**config.mk**
```make
export PLATFORM = sky130hd
export DESIGN_NAME = systolic_tile_sequencer_flat
export DESIGN_NICKNAME = d
export VERILOG_FILES = /design/src/rtl/systolic_tile_sequencer_if.sv /design/src/rtl/systolic_tile_sequencer.sv /design/src/flat_wrapper.sv
export SDC_FILE = /design/constraint.sdc
export NUM_CORES = 1
export LEC_CHECK = 0
export CAP_MARGIN = 20
export CORE_MARGIN = 3
export CORE_UTILIZATION = 35
export DETAILED_ROUTE_END_ITERATION = 10
export GPL_TIMING_DRIVEN = 0
export PLACE_DENSITY_LB_ADDON = 0.05
export SYNTH_ARGS = -nofsm -noshare
export SYNTH_HDL_FRONTEND = slang
export SYNTH_SLANG_ARGS = --single-unit
```
**constraint.sdc**
```tcl
create_clock -name clk -period 2.45 [get_ports clk]
set_input_delay 0.735 -clock clk [delete_from_list [all_inputs] [get_ports clk]]
set_output_delay 0.735 -clock clk [all_outputs]
set_load 0.005 [all_outputs]
```
**src/rtl/systolic_tile_sequencer_if.sv**
```systemverilog
// ----------------------------------------------------------------------------
// systolic_tile_sequencer_if
//   Groups the job-control and phase-status signals of the tile sequencer into
//   one bundle.
//   master : the job requester. It drives start, num_tiles, abort and
//            store_ready, and observes the status outputs.
//   slave  : the sequencer itself. It drives global_state, cycle, tile_idx,
//            the per-phase enables, busy, done and aborted.
// ----------------------------------------------------------------------------
interface systolic_tile_sequencer_if #(
  parameter int TILE_W  = 8,
  parameter int CYCLE_W = 5
);
  logic                start;
  logic [TILE_W-1:0]   num_tiles;
  logic                abort;
  logic                store_ready;
  logic [1:0]          global_state;
  logic [CYCLE_W-1:0]  cycle;
  logic [TILE_W-1:0]   tile_idx;
  logic                load_en;
  logic                mac_en;
  logic                store_valid;
  logic                busy;
  logic                done;
  logic                aborted;

  modport master (
    output start, num_tiles, abort, store_ready,
    input  global_state, cycle, tile_idx, load_en, mac_en, store_valid,
           busy, done, aborted
  );

  modport slave (
    input  start, num_tiles, abort, store_ready,
    output global_state, cycle, tile_idx, load_en, mac_en, store_valid,
           busy, done, aborted
  );
endinterface

```
**src/rtl/systolic_tile_sequencer.sv**
```systemverilog
// ----------------------------------------------------------------------------
// systolic_tile_sequencer
//   Runs a job of num_tiles tiles back to back. Each tile goes through three
//   phases in order: LOAD_X, then MAC, then STORE. The STORE phase is stalled
//   by store_ready. The block sits above the PE array and drives the
//   per-phase enables and the in-tile cycle index.
// Ports
//   clk  : clock
//   rst  : synchronous reset, active-high
//   bus  : systolic_tile_sequencer_if.slave
//            inputs  : start, num_tiles, abort, store_ready
//            outputs : global_state (0 IDLE, 1 LOAD_X, 2 MAC, 3 STORE),
//                      cycle, tile_idx, load_en, mac_en, store_valid,
//                      busy, done (pulse), aborted (pulse)
// ----------------------------------------------------------------------------
module systolic_tile_sequencer #(
  parameter int ROWS        = 2,
  parameter int COLS        = 4,
  parameter int STORE_BEATS = 2,
  parameter int CYCLE_W     = 5,
  parameter int TILE_W      = 8
) (
  input  logic                      clk,
  input  logic                      rst,
  systolic_tile_sequencer_if.slave  bus
);

  typedef enum logic [1:0] {
    ST_IDLE  = 2'd0,
    ST_LOADX = 2'd1,
    ST_MAC   = 2'd2,
    ST_STORE = 2'd3
  } state_t;

  // The cycle index is 1-based inside a tile. Each constant below is the
  // index of the last cycle of a phase.
  localparam logic [CYCLE_W-1:0] LOAD_END_C  = CYCLE_W'(ROWS);
  localparam logic [CYCLE_W-1:0] MAC_END_C   = CYCLE_W'(ROWS + COLS);
  localparam logic [CYCLE_W-1:0] STORE_END_C = CYCLE_W'(ROWS + COLS + STORE_BEATS);
  localparam logic [CYCLE_W-1:0] CYCLE_ONE_C = CYCLE_W'(1);
  localparam logic [CYCLE_W-1:0] CYCLE_ZERO_C = CYCLE_W'(0);
  localparam logic [TILE_W-1:0]  TILE_ONE_C  = TILE_W'(1);
  localparam logic [TILE_W-1:0]  TILE_ZERO_C = TILE_W'(0);

  state_t              state_r,   state_nxt_s;
  logic [CYCLE_W-1:0]  cycle_r,   cycle_nxt_s;
  logic [TILE_W-1:0]   tile_r,    tile_nxt_s;
  logic [TILE_W-1:0]   ntiles_r,  ntiles_nxt_s;
  logic                done_r,    done_nxt_s;
  logic                aborted_r, aborted_nxt_s;
  logic                beat_s;
  logic                last_tile_s;

  assign beat_s      = (state_r == ST_STORE) && bus.store_ready;
  assign last_tile_s = (tile_r == (ntiles_r - TILE_ONE_C));

  // State, counter and pulse registers
  always_ff @(posedge clk) begin
    if (rst) begin
      state_r   <= ST_IDLE;
      cycle_r   <= CYCLE_ZERO_C;
      tile_r    <= TILE_ZERO_C;
      ntiles_r  <= TILE_ZERO_C;
      done_r    <= 1'b0;
      aborted_r <= 1'b0;
    end else begin
      state_r   <= state_nxt_s;
      cycle_r   <= cycle_nxt_s;
      tile_r    <= tile_nxt_s;
      ntiles_r  <= ntiles_nxt_s;
      done_r    <= done_nxt_s;
      aborted_r <= aborted_nxt_s;
    end
  end

  // Next-state, counter and pulse logic. Abort takes priority over every phase
  // transition, including the final store beat.
  always_comb begin
    state_nxt_s   = state_r;
    cycle_nxt_s   = cycle_r;
    tile_nxt_s    = tile_r;
    ntiles_nxt_s  = ntiles_r;
    done_nxt_s    = 1'b0;
    aborted_nxt_s = 1'b0;

    case (state_r)
      ST_IDLE: begin
        cycle_nxt_s = CYCLE_ZERO_C;
        tile_nxt_s  = TILE_ZERO_C;
        if (bus.start && !bus.abort) begin
          if (bus.num_tiles != TILE_ZERO_C) begin
            state_nxt_s  = ST_LOADX;
            cycle_nxt_s  = CYCLE_ONE_C;
            ntiles_nxt_s = bus.num_tiles;
          end else begin
            // An empty job completes at once.
            done_nxt_s = 1'b1;
          end
        end else begin
          state_nxt_s = ST_IDLE;
        end
      end

      ST_LOADX: begin
        if (bus.abort) begin
          state_nxt_s   = ST_IDLE;
          cycle_nxt_s   = CYCLE_ZERO_C;
          tile_nxt_s    = TILE_ZERO_C;
          aborted_nxt_s = 1'b1;
        end else begin
          cycle_nxt_s = cycle_r + CYCLE_ONE_C;
          if (cycle_r == LOAD_END_C) begin
            state_nxt_s = ST_MAC;
          end else begin
            state_nxt_s = ST_LOADX;
          end
        end
      end

      ST_MAC: begin
        if (bus.abort) begin
          state_nxt_s   = ST_IDLE;
          cycle_nxt_s   = CYCLE_ZERO_C;
          tile_nxt_s    = TILE_ZERO_C;
          aborted_nxt_s = 1'b1;
        end else begin
          cycle_nxt_s = cycle_r + CYCLE_ONE_C;
          if (cycle_r == MAC_END_C) begin
            state_nxt_s = ST_STORE;
          end else begin
            state_nxt_s = ST_MAC;
          end
        end
      end

      ST_STORE: begin
        if (bus.abort) begin
          state_nxt_s   = ST_IDLE;
          cycle_nxt_s   = CYCLE_ZERO_C;
          tile_nxt_s    = TILE_ZERO_C;
          aborted_nxt_s = 1'b1;
        end else if (beat_s && (cycle_r == STORE_END_C)) begin
          if (last_tile_s) begin
            state_nxt_s = ST_IDLE;
            cycle_nxt_s = CYCLE_ZERO_C;
            tile_nxt_s  = TILE_ZERO_C;
            done_nxt_s  = 1'b1;
          end else begin
            // The next tile starts LOAD_X right away, with no idle cycle.
            state_nxt_s = ST_LOADX;
            cycle_nxt_s = CYCLE_ONE_C;
            tile_nxt_s  = tile_r + TILE_ONE_C;
          end
        end else if (beat_s) begin
          cycle_nxt_s = cycle_r + CYCLE_ONE_C;
        end else begin
          // Downstream is stalling, so hold the current beat.
          cycle_nxt_s = cycle_r;
        end
      end

      default: begin
        state_nxt_s = ST_IDLE;
        cycle_nxt_s = CYCLE_ZERO_C;
        tile_nxt_s  = TILE_ZERO_C;
      end
    endcase
  end

  assign bus.global_state = state_r;
  assign bus.cycle        = cycle_r;
  assign bus.tile_idx     = tile_r;
  assign bus.load_en      = (state_r == ST_LOADX);
  assign bus.mac_en       = (state_r == ST_MAC);
  assign bus.store_valid  = (state_r == ST_STORE);
  assign bus.busy         = (state_r != ST_IDLE);
  assign bus.done         = done_r;
  assign bus.aborted      = aborted_r;

endmodule

```
**src/flat_wrapper.sv**
```systemverilog
// flat-port wrapper written by rule: the top's interface ports become plain ports
module systolic_tile_sequencer_flat 
#(
  parameter int ROWS        = 2,
  parameter int COLS        = 4,
  parameter int STORE_BEATS = 2,
  parameter int CYCLE_W     = 5,
  parameter int TILE_W      = 8
)
  (clk, rst, bus_start, bus_num_tiles, bus_abort, bus_store_ready, bus_global_state, bus_cycle, bus_tile_idx, bus_load_en, bus_mac_en, bus_store_valid, bus_busy, bus_done, bus_aborted);
  systolic_tile_sequencer_if #(.TILE_W(TILE_W), .CYCLE_W(CYCLE_W)) bus_i ();
  input  logic clk;
  input  logic rst;
  input wire logic [$bits(bus_i.start)-1:0] bus_start;
  input wire logic [$bits(bus_i.num_tiles)-1:0] bus_num_tiles;
  input wire logic [$bits(bus_i.abort)-1:0] bus_abort;
  input wire logic [$bits(bus_i.store_ready)-1:0] bus_store_ready;
  output wire logic [$bits(bus_i.global_state)-1:0] bus_global_state;
  output wire logic [$bits(bus_i.cycle)-1:0] bus_cycle;
  output wire logic [$bits(bus_i.tile_idx)-1:0] bus_tile_idx;
  output wire logic [$bits(bus_i.load_en)-1:0] bus_load_en;
  output wire logic [$bits(bus_i.mac_en)-1:0] bus_mac_en;
  output wire logic [$bits(bus_i.store_valid)-1:0] bus_store_valid;
  output wire logic [$bits(bus_i.busy)-1:0] bus_busy;
  output wire logic [$bits(bus_i.done)-1:0] bus_done;
  output wire logic [$bits(bus_i.aborted)-1:0] bus_aborted;
  assign bus_i.start = bus_start;
  assign bus_i.num_tiles = bus_num_tiles;
  assign bus_i.abort = bus_abort;
  assign bus_i.store_ready = bus_store_ready;
  assign bus_global_state = bus_i.global_state;
  assign bus_cycle = bus_i.cycle;
  assign bus_tile_idx = bus_i.tile_idx;
  assign bus_load_en = bus_i.load_en;
  assign bus_mac_en = bus_i.mac_en;
  assign bus_store_valid = bus_i.store_valid;
  assign bus_busy = bus_i.busy;
  assign bus_done = bus_i.done;
  assign bus_aborted = bus_i.aborted;
  systolic_tile_sequencer #(.ROWS(ROWS), .COLS(COLS), .STORE_BEATS(STORE_BEATS), .CYCLE_W(CYCLE_W), .TILE_W(TILE_W)) u_core (.clk(clk), .rst(rst), .bus(bus_i));
endmodule
```
==> results_dict.tcl <==
set metrics [dict create \
    status "finished clean" \
    cp_data_arrival_time_ns 2.46 \
    placed_cell_area_um2 2040 \
    worst_slew_pin_slew_ns 0.532 \
    postCtsHoldBufs 0 \
    postSynthAreaPerCell_um2 8.59 \
    r2r_cells 7 \
    clock.fmax_mhz 432 \
    viasPerCell 5.46 \
    regToRegEndpoint "u_core.bus.tile_idx[7]" \
    power.leakage_nw 0.731 \
    crit_chain "clkdlybuf4s50_1 -> nand4_1 -> nor3_2 -> o2111ai_1 -> a2111oi_4 -> nor4_1" \
    period_needed_ns 2.32 \
    num_rows 24 \
    nets 251 \
    seq_area_frac_synth 0.303 \
    power_mw 0.829 \
    crit_start "bus_store_ready" \
    die_x_um 74.6 \
    path_buf_inv 1 \
    grt_pass1_wl_mm 6.99 \
    hold_start "u_core.ntiles_r[6]" \
    setup_ws_ns 0.134 \
    powerDensity_nw_per_um2 395 \
    insertion_delay_ns 0.27 \
    cts_tree "built" \
    p_int_mw 0.607 \
    gr-total-overflow 0 \
    hold_viol 0 \
    crit_family "compound AO/OA/AOI/OAI gates" \
    diodes 0 \
    synth-seq-cells 25 \
    drc 0 \
    cp-end-kind "register" \
    antenna_found_initial 0 \
    coreArea_um2 4440 \
    syn2layout_area_growth_pct 27.3 \
    globalplace.congestion 0.822 \
    clock_skew_ns 0.00503 \
    n_fill_cell 439 \
    io_pins 34 \
    syn_inst 192 \
    synth_top_area_share 0.303 \
    ant_nets 0 \
    fp.dieH_um 74.6 \
    combPwrFrac 0.187 \
    switching_share 0.268 \
    first_global_vias 1452 \
    yosysTopAreaCell "dfxtp_1" \
    cts.sinks 25 \
    ys_types 52 \
    yosysWarnings 0 \
    syn-cell-area_um2 1650 \
    grt_max_degree 15 \
    wl_mm 4.29 \
    worst-setup-path-type "in2reg" \
    slew_violations 0 \
    synth_edf_count 0 \
    slew_headroom 0.646 \
    peakVddDrop_uv 156 \
    synthFlopType "dfxtp_1" \
    r2r_start "u_core.bus.global_state[0]" \
    min_path_type "reg2reg" \
    min_path_cells 2 \
    port-buffer-count 33 \
    cts_buffer_depth 2 \
    maxCapViolCount 0 \
    clk_pin_slew_worst_paths_ns 0.09 \
    synth_nets 215 \
    reg2reg_slack_ns 0.22 \
    setup_violations 0 \
    fin_crit_sh 0.945 \
    dieArea_um2 5570 \
    slowest_delay_ns 0.54 \
    h-tree-depth 1 \
    start_util 0.371 \
    cts_buffers 3 \
    dpl.hpwl_mm 3.25 \
    drive_gt1_frac 0.0969 \
    pre_cts_slack_ns -0.330 \
    async_reset_ff_frac 0 \
    startpoint_type "input pin" \
    synth_most_common_cell "dfxtp_1" \
    grt_use_total 0.164 \
    crit_fanout 7 \
    worst_ep_required_time_ns 2.59 \
    rsz0062_at_grt "no" \
    synth.area.top_cells "dfxtp_1 30%, ha_1 7.6%, xor2_1 4.8%" \
    share_seq_of_total_power 0.517 \
    detail_route.wl_per_cell_um 15.4 \
    clkPwrFrac 0.296 \
    num_vias 1524 \
    critical-path-slowest-cell "a2111oi_4" \
    drtIter0Drc 65 \
    fin_area_um2 2100 \
    dr.pass1.iters 4 \
    p_sw_mw 0.222 \
    worstHoldEndpoint "u_core.ntiles_r[6]" \
    clockRootBuffer "clkbuf_8" \
    post_synth_most_frequent_cells "25 x dfxtp_1, 20 x nand2_1, 17 x nor2_1" \
]
-- cells by family after synthesis --
logic type               Yosys count  synth area share
buffers and inverters             15            0.0448
AO/OA/AOI/OAI                     36             0.171
AND/OR/NAND/NOR                   88             0.309
adder cells (fa/ha/maj)           10            0.0759
flip-flops                        25             0.303
multiplexers                       1           0.00607
XOR/XNOR                          17            0.0903
-- power by group through the flow --
stage                     clock network (mW)  registers [mW]  logic (mW)
after floorplan                            0           0.434      0.0998
after global placement                     0           0.437       0.149
after detailed placement                   0           0.438       0.154
after CTS                              0.254           0.428       0.155
after global routing                   0.270           0.430       0.171
final                                  0.246           0.428       0.155
-- cell usage in the layout, fill, tap and decap left out, types with 3 or more instances in the layout --
| cell type | n |
|---|---|
| nand2b_1 | 3 |
| nand4b_1 | 3 |
| clkdlybuf4s50_1 | 33 |
| inv_1 | 9 |
| xor2_1 | 9 |
| nor2_1 | 17 |
| nor4_1 | 9 |
| xnor2_1 | 8 |
| ha_1 | 10 |
| nand4_1 | 6 |
| or3_1 | 3 |
| nand2_1 | 20 |
| and2b_2 | 3 |
| dfxtp_1 | 25 |
| clkbuf_8 | 4 |
| o21ai_0 | 4 |
| a21oi_1 | 10 |
| nor3_1 | 5 |
-- per-layer routing --
layer,part of all wire,GRT usage
met5,0,0
met4,0.012,0.0573
met3,0.032,0.0254
met2,0.47,0.265
met1,0.48,0.222
-- cell type report --
type	count	area [um^2]	share of cell area
clock buffers	3	41.3	0.0197
well taps	52	65.1	0.0310
inverters	9	33.8	0.0161
clock inverters	1	5.00	0.00238
flip-flops and latches	25	500	0.238
plain buffers	4	32.5	0.0155
repair buffers	33	330	0.157
multi-input cells	152	1090	0.520
-- sequential cells by signal, indices dropped and copies added (netlist names) --
name and count:
u_core.ntiles_r 8, u_core.bus.cycle 5, u_core.bus.aborted 1, u_core.bus.done 1, u_core.bus.tile_idx 8, u_core.bus.global_state 2
-- repair_timing --
action                     CTS  global route
pin swaps                    0             1
setup buffers                0             0
setup endpoints to repair    6             5
gates resized for setup      1             1
-- worst reg2reg max path, cell delays in order (launching register included) --
cell,delay (ns)
dfxtp_1,0.42
inv_1,0.12
ha_1,0.36
nand4b_1,0.28
o32a_1,0.41
and4bb_1,0.29
xnor2_1,0.07
nor4_1,0.21
-- worst max path at each step --
| stage | endpoint | slack [ns] | cells after the start |
|---|---|---|---|
| floorplan | u_core.bus.tile_idx[0] | 0.39 | 7 |
| global placement | u_core.bus.tile_idx[2] | -0.32 | 6 |
| detailed placement | u_core.bus.tile_idx[4] | -0.33 | 6 |
| CTS | u_core.bus.cycle[0] | 0.1 | 7 |
| global route | bus_busy | 0.01 | 4 |
| finish | u_core.bus.tile_idx[4] | 0.13 | 6 |
-- metrics by stage --
stage          setup TNS [ns]  hold slack [ns]   util  cells
2_1_floorplan               0            0.469      -    192
3_3_place_gp            -2.95            0.508  0.460    277
3_5_place_dp            -2.94            0.511  0.460    277
4_1_cts                     0            0.523  0.472    281
5_1_grt                     0            0.559  0.472    279
6_report                    0            0.534  0.472    279
(Power assumes the default switching activity.)
